**src/rtl/data_bus_router.sv**
```systemverilog
// -----------------------------------------------------------------------------
// data_bus_router
//
// Routes the core's OBI-style data port to the data memory window or to the
// peripheral window. Accesses that hit neither window are answered locally
// with an error response one cycle after grant. Outstanding transactions
// are tracked so that responses return to the core strictly in issue order.
// A change of target stalls until every outstanding transaction has drained.
//
// Ports
//   clk_i, rst_ni                  clock, asynchronous active-low reset
//   req_i/gnt_o/rvalid_o           core request, grant, response valid
//   addr_i, we_i, be_i, wdata_i    core request fields
//   rdata_o, err_o                 core response (zero when rvalid_o is low)
//   mem_*                          memory-window request/response
//   per_*                          peripheral-window request/response
//   protocol_err_o                 sticky: a downstream rvalid arrived that
//                                  no outstanding transaction was waiting for
// -----------------------------------------------------------------------------
module data_bus_router #(
   parameter logic [31:0] MEM_BASE        = 32'h0000_0000,
   parameter logic [31:0] MEM_SIZE        = 32'h0000_2000,
   parameter logic [31:0] PERIPH_BASE     = 32'h8000_0000,
   parameter logic [31:0] PERIPH_SIZE     = 32'h0000_1000,
   parameter int unsigned MAX_OUTSTANDING = 2
) (
   input  logic        clk_i,
   input  logic        rst_ni,
   // core port
   input  logic        req_i,
   output logic        gnt_o,
   output logic        rvalid_o,
   input  logic [31:0] addr_i,
   input  logic        we_i,
   input  logic [3:0]  be_i,
   input  logic [31:0] wdata_i,
   output logic [31:0] rdata_o,
   output logic        err_o,
   // memory window
   output logic        mem_req_o,
   input  logic        mem_gnt_i,
   input  logic        mem_rvalid_i,
   output logic [31:0] mem_addr_o,
   output logic        mem_we_o,
   output logic [3:0]  mem_be_o,
   output logic [31:0] mem_wdata_o,
   input  logic [31:0] mem_rdata_i,
   input  logic        mem_err_i,
   // peripheral window
   output logic        per_req_o,
   input  logic        per_gnt_i,
   input  logic        per_rvalid_i,
   output logic [31:0] per_addr_o,
   output logic        per_we_o,
   output logic [3:0]  per_be_o,
   output logic [31:0] per_wdata_o,
   input  logic [31:0] per_rdata_i,
   input  logic        per_err_i,
   // status
   output logic        protocol_err_o
);

   typedef enum logic [1:0] {
      TGT_NONE,
      TGT_MEM,
      TGT_PER,
      TGT_ERR
   } tgt_e;

   localparam logic [2:0] MAX_CNT = 3'(MAX_OUTSTANDING);

   tgt_e        sel;
   tgt_e        cur_tgt_q, cur_tgt_d;
   logic [2:0]  cnt_q, cnt_d;
   logic        err_pend_q;
   logic        protocol_err_q;
   logic        allowed;
   logic        accept;
   logic        unexpected;
   logic [31:0] mem_off, per_off;

   // Unsigned offsets: an address below a base wraps to a huge value and misses.
   assign mem_off = addr_i - MEM_BASE;
   assign per_off = addr_i - PERIPH_BASE;

   // Request fields are copied straight through; only req is gated.
   assign mem_addr_o  = addr_i;
   assign mem_we_o    = we_i;
   assign mem_be_o    = be_i;
   assign mem_wdata_o = wdata_i;
   assign per_addr_o  = addr_i;
   assign per_we_o    = we_i;
   assign per_be_o    = be_i;
   assign per_wdata_o = wdata_i;

   assign protocol_err_o = protocol_err_q;

   // NOTE: every signal driven here gets a default first, so no path through
   // the block leaves one unassigned and no latch is inferred.
   always_comb begin
      sel = TGT_ERR;
      if (mem_off < MEM_SIZE) begin
         sel = TGT_MEM;
      end else if (per_off < PERIPH_SIZE) begin
         sel = TGT_PER;
      end
   end

   // Request side: a new target is only accepted once the pipe is empty.
   always_comb begin
      allowed   = (cnt_q < MAX_CNT) && ((cnt_q == 3'd0) || (sel == cur_tgt_q));
      mem_req_o = req_i && allowed && (sel == TGT_MEM);
      per_req_o = req_i && allowed && (sel == TGT_PER);
      gnt_o     = 1'b0;
      case (sel)
         TGT_MEM: gnt_o = req_i && allowed && mem_gnt_i;
         TGT_PER: gnt_o = req_i && allowed && per_gnt_i;
         default: gnt_o = req_i && allowed;
      endcase
      accept = gnt_o;
   end

   // Response side: only the current target may answer; anything else is dropped.
   always_comb begin
      rvalid_o = 1'b0;
      rdata_o  = 32'h0;
      err_o    = 1'b0;
      case (cur_tgt_q)
         TGT_MEM: begin
            rvalid_o = mem_rvalid_i;
            rdata_o  = mem_rvalid_i ? mem_rdata_i : 32'h0;
            err_o    = mem_rvalid_i && mem_err_i;
         end
         TGT_PER: begin
            rvalid_o = per_rvalid_i;
            rdata_o  = per_rvalid_i ? per_rdata_i : 32'h0;
            err_o    = per_rvalid_i && per_err_i;
         end
         TGT_ERR: begin
            rvalid_o = err_pend_q;
            err_o    = err_pend_q;
         end
         default: ;
      endcase
      // cur_tgt is NONE exactly when nothing is outstanding, so this also
      // covers a response arriving while idle.
      unexpected = (mem_rvalid_i && (cur_tgt_q != TGT_MEM))
                || (per_rvalid_i && (cur_tgt_q != TGT_PER));
   end

   always_comb begin
      cnt_d = cnt_q;
      case ({accept, rvalid_o})
         2'b10:   cnt_d = cnt_q + 3'd1;
         2'b01:   cnt_d = cnt_q - 3'd1;
         default: ;
      endcase
      cur_tgt_d = cur_tgt_q;
      if (accept) begin
         cur_tgt_d = sel;
      end else if (cnt_d == 3'd0) begin
         cur_tgt_d = TGT_NONE;
      end
   end

   // NOTE: state registers use non-blocking assignments so every flop samples
   // the pre-edge values of the others regardless of statement order.
   always_ff @(posedge clk_i or negedge rst_ni) begin
      if (!rst_ni) begin
         cnt_q          <= 3'd0;
         cur_tgt_q      <= TGT_NONE;
         err_pend_q     <= 1'b0;
         protocol_err_q <= 1'b0;
      end else begin
         cnt_q      <= cnt_d;
         cur_tgt_q  <= cur_tgt_d;
         // Each ERR accept is answered the very next cycle, so one bit suffices
         // even when ERR accesses are accepted back-to-back.
         err_pend_q <= accept && (sel == TGT_ERR);
         if (unexpected) begin
            protocol_err_q <= 1'b1;
         end
      end
   end

endmodule

```
**config.mk**
```make
export PLATFORM = sky130hd
export DESIGN_NAME = data_bus_router
export DESIGN_NICKNAME = d
export VERILOG_FILES = /design/src/rtl/data_bus_router.sv
export SDC_FILE = /design/constraint.sdc
export NUM_CORES = 1
export LEC_CHECK = 0
export ABC_CLOCK_PERIOD_IN_PS = 7400
export BUFFER_PORTS_ARGS = -buffer_cell sky130_fd_sc_hd__buf_4
export CORE_AREA = 2 2 125 127
export CTS_CLUSTER_SIZE = 30
export DETAILED_ROUTE_END_ITERATION = 8
export DIE_AREA = 0 0 127 129
export PLACE_DENSITY_LB_ADDON = 0.15
export SYNTH_ARGS = -nofsm -noshare
export SYNTH_HDL_FRONTEND = slang
export SYNTH_SLANG_ARGS = --single-unit
```
**constraint.sdc**
```tcl
create_clock -name clk_i -period 7.4 [get_ports clk_i]
set_input_delay 0.37 -clock clk_i [delete_from_list [all_inputs] [get_ports clk_i]]
set_output_delay 0.37 -clock clk_i [all_outputs]
set_load 0.01 [all_outputs]
```
# Word level (Yosys, flattened, before mapping)
# Index checks and enable logic that the tools add are counted.
# totals
regBits	7
input_bits	142
out_inout_bits	176
elab_cells	48
# classes
order_cmp	3
addsub	3
n_reduce_logical	16
n_eq_ne	11
mux	11
# op_table
op	n
32-bit two-way mux	2
32-bit one-hot mux with 2 select lines	1
32-bit by 13-bit less-than comparator with 1-bit output, second input constant	1
32-bit by 14-bit less-than comparator with 1-bit output, second input constant	1
32-bit subtractor, second input constant	1
1-bit logical AND	11
2-bit equality test, second input constant	5
2-bit by 1-bit equality test with 1-bit output, second input constant	3
3-bit logical NOT	2
2-bit two-way mux	3
1-bit one-hot mux with 3 select lines	2
3-bit one-hot mux with 2 select lines	1
3-bit by 1-bit adder with 3-bit output, second input constant	1
3-bit by 2-bit less-than comparator with 1-bit output, second input constant	1
3-bit by 1-bit subtractor with 3-bit output, second input constant	1
2-bit equality test	1
1-bit logical OR	2
2-bit by 1-bit != test with 1-bit output, second input constant	1
2-bit != test, second input constant	1
1-bit one-hot mux with 2 select lines	1
2-bit nonzero test	1
1-bit two-way mux	1

# Depth between registers and ports, before layout
# Gate-level depths: netlist of run 1.
# logic_depth
depth_word	15
mapped_depth	15
depth_no_buf	13

# Worst setup path before layout of run 1
# No wires, ideal clock.
# synth_path
path_type	reg-to-reg
startpoint	reg cur_tgt_q[0]
endpoint	reg cur_tgt_q[0]
setup_ns	0.120
t_required_ns	7.280
period_less_slack_ns	2.976
t_arrival_ns	2.857
setup_slack_ns	4.424
path_stages_with_launch	16
n_path_buf	2
path_cell_list	dfrtp_1 > inv_1 > ha_1 > and2_1 > clkbuf_1 > clkbuf_1 > a211oi_1 > nor2_1 > ha_1 > inv_1 > fa_1 > xor2_1 > nor2_1 > xnor2_1 > nand2_1 > a31o_1
# synth_between
elab_cells_between_ends	17
classes_between	eq/ne (6); mux (4); reduce/logical (7)
# synth_lines
element	line	rtl
start, declared	73	tgt_e cur_tgt_q, cur_tgt_d;
start signal, assigned	176	cur_tgt_q <= cur_tgt_d;
2-bit equality test / 2-bit by 1-bit equality test with 1-bit output (equally long branches)	128	case (cur_tgt_q)
1-bit one-hot mux with 3 select lines *	128	
named net rvalid_o	32	output logic rvalid_o,
2-bit by 1-bit equality test with 1-bit output / 2-bit equality test (equally long branches)	153	case ({accept, rvalid_o})
3-bit one-hot mux with 2 select lines *	153	
3-bit logical NOT *	161	end else if (cnt_d == 3'd0) begin
2-bit nonzero test (no line) *	--	
# Mark *: on every way through the listed nets, which the timed path passes. The rest lies on a longest branch.
# A chain may end at the register's enable or synchronous reset.

# Final worst setup path of run 1
# layout_path
startpoint	reg cur_tgt_q[0]
endpoint	reg cur_tgt_q[0]
# layout_between
elab_chain_cells	10
elab_cells_between_ends	17
classes_between	eq/ne (6); mux (4); reduce/logical (7)
# layout_lines
element	line	rtl
2-bit equality test	111	allowed = (cnt_q < MAX_CNT) && ((cnt_q == 3'd0) || (sel == cur_tgt_q));
1-bit logical OR	111	
1-bit logical AND	111	
1-bit logical AND	116, 117, 118	
1-bit logical AND, on equally long branches	117, 116	
1-bit one-hot mux with 2 select lines	115	case (sel)
2-bit by 1-bit equality test with 1-bit output / 2-bit equality test (equally long branches)	153	
3-bit one-hot mux with 2 select lines	153	
3-bit logical NOT	161	
2-bit nonzero test (no line)	--	
# Several ways; a longest one is shown, not always the timed one.

==> results of run 1 <==
==> report_power, final <==
group          internal (W)  switching [W]  total [W]  leakage (nW)
clock             0.0000708      0.0000198  0.0000906        0.0409
combinational      0.000234       0.000221   0.000456          1.12
sequential        0.0000549      0.0000179  0.0000728        0.0821
total              0.000360       0.000259   0.000619          1.24
==> registers in the layout (all words and copies together) (netlist names) <==
name,cells
cnt_q,3
cur_tgt_q,2
err_pend_q,1
protocol_err_o,1
==> cell families (layout without fill, tap and decap cells) <==
kind of cell / after synthesis / count (layout) / share of synthesized area
muxes: 1 / 1 / 0.00474
DFF: 7 / 7 / 0.0829
buffers and inverters: 158 / 186 / 0.526
and+or+nand+nor: 61 / 61 / 0.179
xor gates and xnor gates: 3 / 3 / 0.0124
adders and majority gates: 6 / 6 / 0.0391
AOI/OAI and AO/OA: 45 / 45 / 0.155
==> routing by layer <==
metal | wire length [µm] | part of all wire
met4 | 87 | 0.013
met1 | 2260 | 0.35
met3 | 524 | 0.080
met2 | 3660 | 0.56
met5 | 0 | 0
==> worst min path at each step <==
stage / slack (ns) / endpoint / start / cells past startpoint
5_1_grt: 0.40 / protocol_err_o$_DFFE_PN0P_ / mem_rvalid_i / 3
4_1_cts: 0.39 / protocol_err_o$_DFFE_PN0P_ / mem_rvalid_i / 3
3_3_place_gp: 0.20 / cnt_q[0]$_DFF_PN0_ / rst_ni / 1
3_5_place_dp: 0.20 / cnt_q[1]$_DFF_PN0_ / rst_ni / 1
2_1_floorplan: 0.07 / cnt_q[0]$_DFF_PN0_ / rst_ni / 0
6_report: 0.38 / protocol_err_o$_DFFE_PN0P_ / mem_rvalid_i / 3
==> area by class of cell <==
type                            instances  area share
Sequential cell                         7      0.0661
Inverter                                9      0.0127
Timing Repair Buffer                  173       0.491
Clock buffer                            3      0.0283
Clock inverter                          1     0.00189
Tap cell                              188      0.0887
Multi-Input combinational cell        116       0.311
==> placed cells by master (no fill, tap or decap), drive strengths merged <==
cell type / instances
a211oi: 1
a21boi: 1
a21o: 1
a21oi: 3
a222oi: 1
a22oi: 33
a31o: 1
a32oi: 1
and2: 2
and4: 1
buf: 172
clkbuf: 3
clkinv: 1
dfrtp: 7
dlygate4sd3: 1
fa: 1
ha: 5
inv: 9
mux2i: 1
nand2: 5
nand2b: 1
nand3: 1
nor2: 8
nor2b: 32
nor3b: 2
nor4: 6
nor4bb: 1
o21ai: 3
or3b: 1
or4: 1
xnor2: 2
xor2: 1
==> repair_timing <==
action,CTS,global route
gates resized for setup,0,0
hold buffers,1,0
hold endpoints to repair,7,0
setup buffers,0,0
==> stage by stage <==
step                instances  hold WS, ns  instance area (µm²)
CTS                       497        0.389                 2650
global route              497        0.395                 2650
floorplan                 281       0.0744                 2110
detailed placement        492        0.198                 2560
finish                    497        0.383                 2650
global placement          492        0.196                 2560
==> worst max-delay path, cell delays in order (launching register included) <==
cell and delay [ns]:
dfrtp_1 0.46, and4_1 0.24, nor4_1 0.42, nor4_1 0.09, a21boi_1 0.33, ha_1 0.24
inv_1 0.06, fa_1 0.38, xor2_1 0.15, nor2_1 0.11, xnor2_1 0.18, nand2_1 0.08
a31o_1 0.21
==> flow_metrics.env, run 1 <==
export IMPL_dp_hpwl_um=5450
export IMPL_ys_ff_latch=7
export IMPL_synthArstFlopShare=1.00
export IMPL_portBuffers=170
export IMPL_vias_per_cell=3.54
export IMPL_reg2reg_depth=12
export IMPL_ir_drop_v=0.0000870
export IMPL_cts_tree="done"
export IMPL_syn_nets=429
export IMPL_finalPower_w=0.000619
export IMPL_num_antenna_cells=0
export IMPL_core_area_um2=15000
export IMPL_min_period_ns=3.05
export IMPL_cts_root_buf="clkbuf_16"
export IMPL_rrSetupSlack_ns=4.35
export IMPL_ys_seq_area_frac=0.0829
export IMPL_multi_input_area_um2=826
export IMPL_clk_pin_slew_ns=0.04
export IMPL_ys_warn_count=0
export IMPL_grt_pass1_vias=1773
export IMPL_critPathLaunch="cur_tgt_q[0]$_DFFE_PN0P_"
export IMPL_initial_core_util=0.141
export IMPL_grt_max_degree=34
export IMPL_endpoint="cur_tgt_q[0]$_DFFE_PN0P_"
export IMPL_place_worst_setup_slack_ns=4.16
export IMPL_drtPass1Iterations=4
export IMPL_drive_above_1_share=0.583
export IMPL_status="finished, final reports clean"
export IMPL_cp_start_kind="flop"
export IMPL_die_w_um=127
export IMPL_drt_iter0_markers=107
export IMPL_die_area_um2=16400
export IMPL_die_h_um=129
export IMPL_grt_pass1_wl_um=9270
export IMPL_worstMarginPinSlew_ns=0.827
export IMPL_synth_common_cells="buf_4, a22oi_1, nor2b_1, clkbuf_1, inv_1"
export IMPL_antenna_found_initial=0
export IMPL_synthTopCellsByArea="buf_4, a22oi_1, nor2b_1"
export IMPL_fill_cells=1699
export IMPL_grt_busiest_layer="met2"
export IMPL_grtUsageMet1=0.0718
export IMPL_clock_latency_ns=0.23
export IMPL_crit_type="reg -> reg"
export IMPL_drc=0
export IMPL_drv_cap=0
export IMPL_nNetsFinal=458
export IMPL_cp_end_kind="flop"
export IMPL_grt_use_met2=0.139
export IMPL_grtUsageMet3=0.0175
export IMPL_rsz0062_at_grt="false"
export IMPL_final_util=0.177
export IMPL_hold_path_class="in -> reg"
export IMPL_regArea_um2=175
export IMPL_period_share=0.412
export IMPL_place_congestion=0.681
export IMPL_setup_viol=0
export IMPL_postSynthCellCount=281
export IMPL_crit_arrival_ns=3.16
export IMPL_detail_route_antenna_nets=0
export IMPL_synth_edf_count=0
export IMPL_mappedNetlistArea_um2=2110
export IMPL_required_ns=7.52
export IMPL_finClkSkew_ns=0.00459
export IMPL_post_drt_wl_per_cell_um=13.1
export IMPL_pwr_density_cell_nw_per_um2=233
export IMPL_track_usage=0.0697
export IMPL_tns_ns=0
export IMPL_slew_headroom=0.449
export IMPL_synth_top_cell_by_area="buf_4"
export IMPL_ctsLongestPathBuffers=2
export IMPL_synth_flop_cell="dfrtp_1"
export IMPL_yosys_cell_types_count=31
export IMPL_crit_path_max_fanout=8
export IMPL_leakagePower_nw=1.24
export IMPL_max_freq_ghz=0.328
export IMPL_fin_ws_ns=4.35
export IMPL_rows=45
export IMPL_synth_top_area_frac=0.491
export IMPL_syn_to_final_growth_pct=25.5
export IMPL_ios=318
export IMPL_synth_area_per_cell_um2=7.52
export IMPL_wl_um=6540
export IMPL_h_tree_depth=1
export IMPL_finalHoldViolCount=0
export IMPL_tritoncts_num_buffers=3
export IMPL_overflow=0
export IMPL_clock_sinks=7
export IMPL_r2r_end="cur_tgt_q[0]$_DFFE_PN0P_"
export IMPL_rr_startpoint="cur_tgt_q[0]$_DFFE_PN0P_"
export IMPL_drv_slew=0
export IMPL_num_vias=1760
export IMPL_yosysMostFrequentCell="buf_4"
No activity file was read; power rests on OpenSTA's default activity.
==> inputs of run 2 (changes only) <==
Settings changed: ABC_CLOCK_PERIOD_IN_PS 7400 to 3100, CORE_AREA 2 2 125 127 to 2 2 123 125, DIE_AREA 0 0 127 129 to 0 0 125 127.
Clock period 7.4 ns to 3.1 ns, I/O delays scaled along.
==> flow_metrics.env, run 2 (synthesis results as in run 1) <==
export IMPL_drt_iter0_markers=84
export IMPL_die_w_um=125
export IMPL_ctsLongestPathBuffers=2
export IMPL_vias_per_cell=3.57
export IMPL_drive_above_1_share=0.584
export IMPL_dp_hpwl_um=5750
export IMPL_clk_pin_slew_ns=0.04
export IMPL_hold_path_class="in -> reg"
export IMPL_cts_root_buf="clkbuf_16"
export IMPL_grt_pass1_vias=1732
export IMPL_post_cts_buffers=0
export IMPL_tritoncts_num_buffers=3
export IMPL_post_drt_wl_per_cell_um=14.1
export IMPL_pwr_density_cell_nw_per_um2=562
export IMPL_cp_end_kind="flop"
export IMPL_crit_type="reg -> reg"
export IMPL_detail_route_antenna_nets=0
export IMPL_finClkSkew_ns=0.00155
export IMPL_worstMarginPinSlew_ns=0.891
export IMPL_max_stage_delay_ns=0.45
export IMPL_overflow=0
export IMPL_rows=44
export IMPL_drc=0
export IMPL_largest_register_ffs=3
export IMPL_tns_ns=0
export IMPL_ios=318
export IMPL_hold_path_endpoint="protocol_err_o$_DFFE_PN0P_"
export IMPL_fin_cells=494
export IMPL_reg2reg_depth=12
export IMPL_setup_viol=0
export IMPL_crit_arrival_ns=2.89
export IMPL_clock_sinks=7
export IMPL_path_cells="and4_1 > nor4_2 > nor4_1 > a21boi_1 > ha_1 > inv_1 > fa_1 > xor2_1 > nor2_1 > xnor2_1 > nand2_1 > a31o_1"
export IMPL_r2r_end="cur_tgt_q[0]$_DFFE_PN0P_"
export IMPL_slew_headroom=0.406
export IMPL_cts_tree="done"
export IMPL_period_share=0.892
export IMPL_syn_to_final_growth_pct=25.9
export IMPL_cp_slowest_cell="dfrtp_1"
export IMPL_max_freq_ghz=0.362
export IMPL_required_ns=3.22
export IMPL_core_area_um2=14400
export IMPL_clock_latency_ns=0.23
export IMPL_finalHoldViolCount=0
export IMPL_grt_max_degree=34
export IMPL_portBuffers=170
export IMPL_grt_pass1_wl_um=10100
export IMPL_nNetsFinal=459
export IMPL_crit_path_max_fanout=8
export IMPL_die_h_um=127
export IMPL_rr_startpoint="cur_tgt_q[0]$_DFFE_PN0P_"
export IMPL_hold_start="mem_rvalid_i"
export IMPL_drv_slew=0
export IMPL_num_vias=1763
export IMPL_rsz0062_at_grt="false"
export IMPL_hold_path_depth=3
export IMPL_layout_common_cells="buf_4, a22oi_1, nor2b_1, inv_1, nor2_1"
export IMPL_antenna_found_initial=0
export IMPL_ir_drop_v=0.000252
export IMPL_drv_cap=0
export IMPL_rrSetupSlack_ns=0.33
export IMPL_min_period_ns=2.77
export IMPL_wl_um=6970
export IMPL_leakagePower_nw=1.24
export IMPL_initial_core_util=0.146
export IMPL_largest_register="cnt_q"
export IMPL_place_congestion=0.727
export IMPL_status="finished, final reports clean"
export IMPL_h_tree_depth=1
export IMPL_reg_largest_list="cnt_q: 3 flops, cur_tgt_q: 2 flops"
export IMPL_drtPass1Iterations=4
export IMPL_dp_cells=489
export IMPL_track_usage=0.0791
export IMPL_final_common_cell="buf_4"
export IMPL_cp_start_kind="flop"
export IMPL_num_antenna_cells=0
export IMPL_die_area_um2=15900
[run 2: changes by cell type in the layout (fill, tap and decap cells not counted), sizes merged]
cell / previous run / this run
clkinv: 1 / 0
buf: 172 / 173
clkbuf: 3 / 4
[run 2: what timing repair did]
| item | 4_1_cts | 5_1_grt |
|---|---|---|
| hold endpoints to repair | 7 | 0 |
| gates resized for setup | 0 | 1 |
| hold buffers | 1 | 0 |
| endpoints found under the setup margin | 0 | 1 |
[run 2: how the worst max path moves through the flow]
stage | endpoint | cells after the start | from | slack (ns)
2_1_floorplan | cur_tgt_q[0]$_DFFE_PN0P_ | 15 | cur_tgt_q[0]$_DFFE_PN0P_ | 0.12
3_3_place_gp | cur_tgt_q[0]$_DFFE_PN0P_ | 12 | cur_tgt_q[0]$_DFFE_PN0P_ | 0.29
3_5_place_dp | cur_tgt_q[0]$_DFFE_PN0P_ | 13 | addr_i[25] | 0.24
4_1_cts | cur_tgt_q[0]$_DFFE_PN0P_ | 12 | cur_tgt_q[0]$_DFFE_PN0P_ | 0.24
5_1_grt | cur_tgt_q[0]$_DFFE_PN0P_ | 12 | cur_tgt_q[0]$_DFFE_PN0P_ | 0.07
6_report | cur_tgt_q[0]$_DFFE_PN0P_ | 12 | cur_tgt_q[0]$_DFFE_PN0P_ | 0.33
[run 2: layout make-up]
cell class	instances	area (µm²)
clock buffers	4	78.8
fillers	1652	11800
well taps	184	230
repair buffers	174	1310
flip-flops and latches	7	175
inverters	9	33.8
multi-input cells	116	832
[run 2: power breakdown]
part	switching (W)	total (W)	internal [W]
registers	0.0000391	0.000170	0.000131
clock network	0.0000494	0.000221	0.000171
logic	0.000536	0.00110	0.000569
[run 2: worst max-delay path: cells and delay by family (launching register included)]
| family | cells | cell delay (ns) |
|---|---|---|
| xor gates and xnor gates | 2 | 0.32 |
| buffers and inverters | 1 | 0.06 |
| and+or+nand+nor | 5 | 0.81 |
| DFF | 1 | 0.45 |
| AOI/OAI and AO/OA | 2 | 0.42 |
| adders and majority gates | 2 | 0.60 |
[run 2: metal layers]
layer  vias to the layer above  share of wire  wire (µm)  global-route usage
li1                        854              -          -                   -
met1                       800           0.36       2520              0.0869
met2                        81           0.51       3560               0.136
met3                        28          0.092        642              0.0260
met4                         0          0.036        252              0.0418
met5                         -              0          0                   0
[run 2: through the flow]
stage	cell area, µm²	power, W	setup slack (ns)	hold slack, ns	util
3_3_place_gp	2560	0.00131	0.291	-0.0110	0.178
5_1_grt	2660	0.00164	0.0687	0.204	0.184
2_1_floorplan	2110	0.000975	0.124	-0.141	-
3_5_place_dp	2560	0.00129	0.244	-0.0125	0.178
4_1_cts	2650	0.00153	0.239	0.165	0.184
6_report	2660	0.00150	0.334	0.159	0.184
==> inputs of run 3 (changes only) <==
Settings changed: PLACE_DENSITY set to 0.52, PLACE_DENSITY_LB_ADDON 0.15 to not set.
==> flow_metrics.env, run 3 (synthesis results as in run 1) <==
export IMPL_ios=318
export IMPL_finalPower_w=0.00148
export IMPL_hold_start="mem_rvalid_i"
export IMPL_wl_um=6570
export IMPL_period_share=0.908
export IMPL_largest_register="cnt_q"
export IMPL_leakagePower_nw=1.24
export IMPL_crit_path_max_fanout=8
export IMPL_cp_end_kind="flop"
export IMPL_grt_pass1_vias=1784
export IMPL_antenna_found_initial=0
export IMPL_drc=0
export IMPL_ctsLongestPathBuffers=2
export IMPL_rows=44
export IMPL_min_period_ns=2.82
export IMPL_final_util=0.184
export IMPL_rrSetupSlack_ns=0.28
export IMPL_drive_above_1_share=0.581
export IMPL_track_usage=0.0733
export IMPL_grt_pass1_wl_um=9520
export IMPL_vias_per_cell=3.65
export IMPL_clk_pin_slew_ns=0.04
export IMPL_hold_path_depth=3
export IMPL_slew_headroom=0.428
export IMPL_layout_common_cells="buf_4, a22oi_1, nor2b_1, inv_1, nor2_1"
export IMPL_die_area_um2=15900
export IMPL_die_h_um=127
export IMPL_drtPass1Iterations=4
export IMPL_dp_hpwl_um=5530
export IMPL_initial_core_util=0.146
export IMPL_num_vias=1802
export IMPL_final_common_cell="buf_4"
export IMPL_die_w_um=125
export IMPL_postLayoutCellArea_um2=2650
export IMPL_setup_viol=0
export IMPL_detail_route_antenna_nets=0
export IMPL_clock_latency_ns=0.23
export IMPL_drv_slew=0
export IMPL_largest_register_ffs=3
export IMPL_hold_path_endpoint="protocol_err_o$_DFFE_PN0P_"
export IMPL_cts_tree="done"
export IMPL_drt_iter0_markers=70
export IMPL_place_area_um2=2560
export IMPL_status="finished, final reports clean"
export IMPL_rr_startpoint="cur_tgt_q[0]$_DFFE_PN0P_"
export IMPL_post_drt_wl_per_cell_um=13.3
export IMPL_grt_max_degree=34
export IMPL_tritoncts_num_buffers=3
export IMPL_hold_path_class="in -> reg"
export IMPL_nNetsFinal=459
export IMPL_portBuffers=170
export IMPL_num_antenna_cells=0
export IMPL_fill_cells=1655
export IMPL_crit_arrival_ns=2.93
export IMPL_cp_start_kind="flop"
export IMPL_reg2reg_depth=12
export IMPL_required_ns=3.22
export IMPL_pwr_density_cell_nw_per_um2=557
export IMPL_cts_root_buf="clkbuf_16"
export IMPL_r2r_end="cur_tgt_q[0]$_DFFE_PN0P_"
export IMPL_finClkSkew_ns=0.00146
export IMPL_clock_sinks=7
export IMPL_max_freq_ghz=0.355
export IMPL_place_congestion=0.649
export IMPL_syn_to_final_growth_pct=25.6
export IMPL_core_area_um2=14400
export IMPL_ir_drop_v=0.000203
export IMPL_reg_largest_list="cnt_q: 3 flops, cur_tgt_q: 2 flops"
export IMPL_rsz0062_at_grt="false"
export IMPL_h_tree_depth=1
export IMPL_finalHoldViolCount=0
export IMPL_post_cts_buffers=0
export IMPL_tns_ns=0
export IMPL_overflow=0
export IMPL_drv_cap=0
export IMPL_worstMarginPinSlew_ns=0.858
export IMPL_crit_type="reg -> reg"
[run 3: final cells by class]
cell class / count / area [µm²] / area share
Clock buffer: 4 / 78.8 / 0.0297
Timing Repair Buffer: 174 / 1310 / 0.493
Inverter: 9 / 33.8 / 0.0127
Tap cell: 184 / 230 / 0.0868
Multi-Input combinational cell: 116 / 826 / 0.311
Sequential cell: 7 / 175 / 0.0660
[run 3: report_power, final]
group,switching (W),internal [W]
Sequential,0.0000388,0.000131
Combinational,0.000528,0.000563
Clock,0.0000454,0.000171
Total,0.000612,0.000865
[run 3: worst max path at each step]
| stage | from | endpoint | slack [ns] |
|---|---|---|---|
| 6_report | cur_tgt_q[0]$_DFFE_PN0P_ | cur_tgt_q[0]$_DFFE_PN0P_ | 0.28 |
| 5_1_grt | cur_tgt_q[0]$_DFFE_PN0P_ | cur_tgt_q[0]$_DFFE_PN0P_ | 0.0002 |
| 4_1_cts | cur_tgt_q[0]$_DFFE_PN0P_ | cur_tgt_q[0]$_DFFE_PN0P_ | 0.28 |
| 3_5_place_dp | addr_i[25] | cur_tgt_q[0]$_DFFE_PN0P_ | 0.21 |
| 3_3_place_gp | addr_i[25] | cur_tgt_q[0]$_DFFE_PN0P_ | 0.28 |
| 2_1_floorplan | cur_tgt_q[0]$_DFFE_PN0P_ | cur_tgt_q[0]$_DFFE_PN0P_ | 0.12 |
[run 3: per-layer routing]
layer / vias up / track usage / wire, µm
met5: - / 0 / 0
met4: 0 / 0.0229 / 104
met3: 25 / 0.0306 / 709
met2: 104 / 0.123 / 3160
met1: 816 / 0.0855 / 2600
li1: 857 / - / -
[run 3: stage by stage]
stage | instances | setup WS, ns | hold slack (ns)
final | 494 | 0.284 | 0.167
after global routing | 494 | 0.000192 | 0.170
after CTS | 494 | 0.278 | 0.161
after detailed placement | 489 | 0.215 | -0.0246
after global placement | 489 | 0.284 | -0.0246
after floorplan | 281 | 0.124 | -0.141
[run 3: timing repair]
action | in CTS | in global routing
gates resized for setup | 0 | 0
endpoints found under the hold margin | 7 | 0
hold buffers | 1 | 0
[run 3: worst max-delay path, cell delays in order, from the launching register on]
cell and delay, ns:
dfrtp_1 0.44, and4_1 0.23, nor4_1 0.35, nor4_1 0.09
a21boi_1 0.22, ha_1 0.22, inv_1 0.06, fa_1 0.37
xor2_1 0.15, nor2_1 0.12, xnor2_1 0.17, nand2_1 0.08
a31o_1 0.21
